File: config.mk
export PLATFORM = sky130hd
export DESIGN_NAME = mem_arbiter
export DESIGN_NICKNAME = d
export VERILOG_FILES = /design/src/rtl/mem_arbiter.sv
export SDC_FILE = /design/constraint.sdc
export NUM_CORES = 1
export LEC_CHECK = 0
export ABC_AREA = 0
export BUFFER_PORTS_ARGS = -buffer_cell sky130_fd_sc_hd__buf_2
export CAP_MARGIN = 5
export CORE_UTILIZATION = 30
export CTS_CLUSTER_DIAMETER = 50
export DETAILED_ROUTE_END_ITERATION = 12
export PLACE_DENSITY = 0.55
export SLEW_MARGIN = 10
export SYNTH_ARGS = -nofsm -noshare
export SYNTH_HDL_FRONTEND = slang
export SYNTH_SLANG_ARGS = --single-unit
File: constraint.sdc
create_clock -name clk_in -period 2.23 [get_ports clk_in]
set_input_delay 0.3345 -clock clk_in [delete_from_list [all_inputs] [get_ports clk_in]]
set_output_delay 0.3345 -clock clk_in [all_outputs]
set_load 0.005 [all_outputs]
File: src/rtl/mem_arbiter.sv
// Two-requester (fetch / load-store) arbiter and sequencer for the byte-serial memory controller.
// Latency: grant one cycle after eligibility; owner completion pulse one cycle after mem_done.
// Backpressure: one transaction in flight; rdy_in=0 freezes all state; UART stores held while io_buffer_full.
module mem_arbiter #(
    parameter int unsigned STARVE_LIMIT = 4,
    parameter logic [1:0]  IO_HI        = 2'b11
) (
    input  logic        clk_in,
    input  logic        rst_in,
    input  logic        rdy_in,
    input  logic        clear,
    input  logic        io_buffer_full,
    input  logic        if_req,
    input  logic [31:0] if_addr,
    output logic        if_done,
    output logic [31:0] if_data,
    output logic        if_is_c,
    input  logic        ls_req,
    input  logic [31:0] ls_addr,
    input  logic [31:0] ls_wdata,
    input  logic [3:0]  ls_type,
    output logic        ls_done,
    output logic [31:0] ls_rdata,
    output logic        mem_start,
    output logic        mem_is_if,
    output logic [31:0] mem_addr,
    output logic [31:0] mem_wdata,
    output logic [3:0]  mem_type,
    input  logic        mem_done,
    input  logic [31:0] mem_rdata,
    input  logic        mem_is_c
);

    localparam logic [3:0] LIMIT = 4'(STARVE_LIMIT);

    typedef enum logic [1:0] {IDLE = 2'd0, BUSY = 2'd1, DRAIN = 2'd2} state_t;

    state_t     state;
    logic [3:0] streak;

    logic ls_io_hold;
    logic if_elig;
    logic ls_elig;
    logic pick_if;

    // The done pulses double as masks so a requester is never re-granted in its completion cycle.
    assign ls_io_hold = io_buffer_full && (ls_addr[17:16] == IO_HI) && ls_type[3];
    assign if_elig    = if_req && !if_done;
    assign ls_elig    = ls_req && !ls_done && !ls_io_hold;
    assign pick_if    = if_elig && (!ls_elig || (streak == LIMIT));

    always_ff @(posedge clk_in) begin
        if (rst_in) begin
            state     <= IDLE;
            streak    <= 4'd0;
            if_done   <= 1'b0;
            if_data   <= 32'd0;
            if_is_c   <= 1'b0;
            ls_done   <= 1'b0;
            ls_rdata  <= 32'd0;
            mem_start <= 1'b0;
            mem_is_if <= 1'b0;
            mem_addr  <= 32'd0;
            mem_wdata <= 32'd0;
            mem_type  <= 4'b0111;
        end else if (rdy_in) begin
            mem_start <= 1'b0;
            if_done   <= 1'b0;
            ls_done   <= 1'b0;
            case (state)
                IDLE: begin
                    if (clear) begin
                        streak <= 4'd0;
                    end else if (if_elig || ls_elig) begin
                        state     <= BUSY;
                        mem_start <= 1'b1;
                        if (pick_if) begin
                            mem_is_if <= 1'b1;
                            mem_addr  <= if_addr;
                            mem_wdata <= 32'd0;
                            mem_type  <= 4'b0010;
                            streak    <= 4'd0;
                        end else begin
                            mem_is_if <= 1'b0;
                            mem_addr  <= ls_addr;
                            mem_wdata <= ls_wdata;
                            mem_type  <= ls_type;
                            if (!if_elig)
                                streak <= 4'd0;
                            else if (streak < LIMIT)
                                streak <= streak + 4'd1;
                        end
                    end
                end
                BUSY: begin
                    if (mem_done) begin
                        state <= IDLE;
                        if (clear) begin
                            streak <= 4'd0;
                        end else if (mem_is_if) begin
                            if_done <= 1'b1;
                            if_data <= mem_rdata;
                            if_is_c <= mem_is_c;
                        end else begin
                            ls_done  <= 1'b1;
                            ls_rdata <= mem_rdata;
                        end
                    end else if (clear) begin
                        // Downstream transaction is left to finish; its result is discarded in DRAIN.
                        state  <= DRAIN;
                        streak <= 4'd0;
                    end
                end
                DRAIN: begin
                    if (mem_done)
                        state <= IDLE;
                end
                default: state <= IDLE;
            endcase
        end
    end

endmodule

==> key figures <==
Status
  • Status: complete, no violations

Timing
  • Hold Violations, Final: 0
  • Final setup vio count: 0
  • RSZ-0062 raised after global routing: false
  • Least-Margin Pin Slew: 0.701 ns
  • Clk_skew: 0.0126 ns
  • Period utilization: 79.6%
  • Slew Limit Fails: 0
  • Rel. slew slack: 53.3%
  • Tmin final: 1.78 ns
  • Total Neg Setup Slack: 0 ns
  • Post-route setup slack: 0.455 ns
  • Fmax: 563 MHz

Yosys
  • Asr flop ratio synth: 0%
  • Synthesized cell area: 0.00535 mm²
  • Synthesized flop and latch total: 143
  • Synthesized area per cell: 8.73 µm²
  • Synth cell types: 39
  • Top cells by area, synth: dfxtp_1 53%, nand2_1 12%, a21oi_1 10%
  • Gate Count Post-Synth: 613
  • Dominant cell by count in the synthesized netlist: nand2_1
  • Top FF cell, synth: dfxtp_1
  • Syn_nets: 756
  • Post-synth top cells: 168 x nand2_1, 143 x dfxtp_1, 109 x a21oi_1
  • Area share of the leading cell type in the synthesized netlist: 53.5%
  • Largest area contributor in the netlist: dfxtp_1
  • Synth Warn #: 0
  • Number of enable flip-flop cells after synthesis: 0
  • Seq/Total Area, Yosys: 53.5%

Clock network
  • CTS tree: built
  • Maximum buffer depth of the clock tree: 2
  • Worst-skew pair later-pin latency: 0.42 ns
  • Hold buffer count at cts: 0
  • Clock-pin slew on the worst setup and hold paths: 0.06 ns
  • TritonCTS Buffers: 17
  • Clock root cell: clkbuf_16
  • # resized after CTS: 0
  • CTS Sinks: 143
  • Setup repair bufs after CTS: 0
  • H-tree depth: 4

Routing
  • Vias: 5286
  • Routed vias/inst: 4.74
  • Drt first pass iters: 4
  • Residual DRC: 0
  • Detail Route Antenna Nets: 0
  • Final WL: 16600 µm
  • Drt wl/cell: 14.8 µm
  • 1st-iter DRT viols: 198

Min path
  • Worst Hold End: mem_wdata[6]
  • Hold Path Depth: 2
  • Min-delay worst type: input port to flip-flop
  • Worst Hold Launch: ls_wdata[6]

Floorplanning
  • Initial Util: 30.8%
  • Core area: 0.0174 mm²
  • DIE AREA: 0.0184 mm²
  • Die width: 136 µm
  • Row count: 48
  • Chip Height: 136 µm
  • IO Count: 278

Pwr
  • Max rail drop VDD: 0.000511 V
  • LEAKAGE: 3.42 nW
  • Pwr dens: 800 mW/mm²
  • Total power: 6.07 mW

Global route
  • Total track usage: 17.7%
  • First-pass GRT wire length: 25200 µm
  • Initial antenna violation count: 0
  • Vias in the first global route: 4842
  • Overflow after GRT: 0
  • Pin count of the biggest net entering global routing: 64

Worst setup path
  • CP arrival: 2.07 ns
  • Reg2reg setup slack: 0.45 ns
  • Worst setup startpoint: streak[0]
  • Required time worst endpoint: 2.52 ns
  • Critical Path Source Type: flip-flop
  • Worst r2r src: streak[0]
  • Largest fanout on the critical path: 34
  • RR Endpoint: mem_type[0]
  • Worst Reg-to-Reg Cells: 8
  • Critical Path End Type: flip-flop
  • Crit path kind: flip-flop to flip-flop

Final layout
  • Area grow syn2layout: 41.7%
  • Layout Nets: 1020
  • Layout cell share with drive strength beyond 1: 37.8%
  • Antenna Diode Count: 0
  • Finished Cell Area: 0.00759 mm²
  • # fillers: 1851
  • Final design utilization: 43.7%

Placement
  • Detailed placement HPWL: 11400 µm
  • Placement Setup Slack: 0.338 ns
  • Placed standard-cell area: 0.00697 mm²
  • I/O Buffers: 277
  • Final GP Congestion: 0.783

Job
  • Max-Cap Viols: 0
[sequential cells by signal, summed over array words and instances, names as in the netlist]
register   flops
mem_start      1
mem_addr      32
streak         4
if_done        1
mem_type       4
ls_done        1
state          2
if_data       32
if_is_c        1
mem_wdata     32
ls_rdata      32
mem_is_if      1
[final cells by class]
cell class / count / area [µm²] / share of cell area, %
timing repair buffer: 291 / 1580 / 20.8
inverter: 6 / 22.5 / 0.297
tap: 225 / 282 / 3.71
sequential: 143 / 2860 / 37.7
clock inverter: 8 / 103 / 1.35
clock buffer: 24 / 512 / 6.75
multi-input combinational: 418 / 2220 / 29.3
[stage by stage]
step                instances  hold slack, ns
detailed placement       1083           0.444
global placement         1083           0.439
floorplan                 613           0.453
CTS                      1115           0.109
finish                   1115           0.130
global route             1115           0.111
[placed cells by master, fill, tap and decap left out, types with 3 or more instances in the layout]
cell,Yosys,layout
a22o_1,34,34
dfxtp_1,143,143
buf_2,23,276
nor2_2,2,3
buf_4,7,8
nor3_1,4,4
inv_1,6,6
a21oi_1,109,109
nand2_1,168,168
a211oi_1,29,29
buf_12,0,7
clkbuf_16,0,17
clkbuf_8,0,6
nor2_1,31,30
o21bai_1,4,4
nand2b_1,7,7
[power breakdown]
part	internal [mW]	total [mW]	switching, mW	leakage, nW
sequential	2.63	2.66	0.0355	1.16
clock	1.83	2.91	1.08	0.298
combinational	0.233	0.499	0.266	1.96
[kinds of logic after synthesis]
family,count (synthesis),synth area share (%)
AO/OA/AOI/OAI,189,23.3
adder cells (fa/ha/maj),2,0.467
buffers and inverters,52,5.09
flip-flops,143,53.5
multiplexers,1,0.210
AND/OR/NAND/NOR,226,17.5
[worst max-delay path, cell delays in order (launching register included)]
cell and delay, ns:
dfxtp_1 0.31, inv_1 0.07, ha_1 0.15, and3b_1 0.28
nor3_1 0.12, nor2_2 0.14, buf_12 0.21, nor2_1 0.07
a221o_1 0.30
[how the worst max path moves through the flow]
stage,end,slack [ns],cells past startpoint
4_1_cts,mem_addr[28],0.44,5
5_1_grt,mem_type[2],0.27,8
6_report,mem_type[0],0.45,8
2_1_floorplan,mem_type[1],0.55,6
3_5_place_dp,mem_addr[28],0.34,7
3_3_place_gp,mem_addr[29],0.42,7
[layer usage]
metal	GRT usage (%)	share of wire (%)
met5	0	0
met4	7.62	2.2
met3	6.58	9.7
met2	28.4	46
met1	21.0	42
Note: power is estimated with default switching activity, not from simulation.
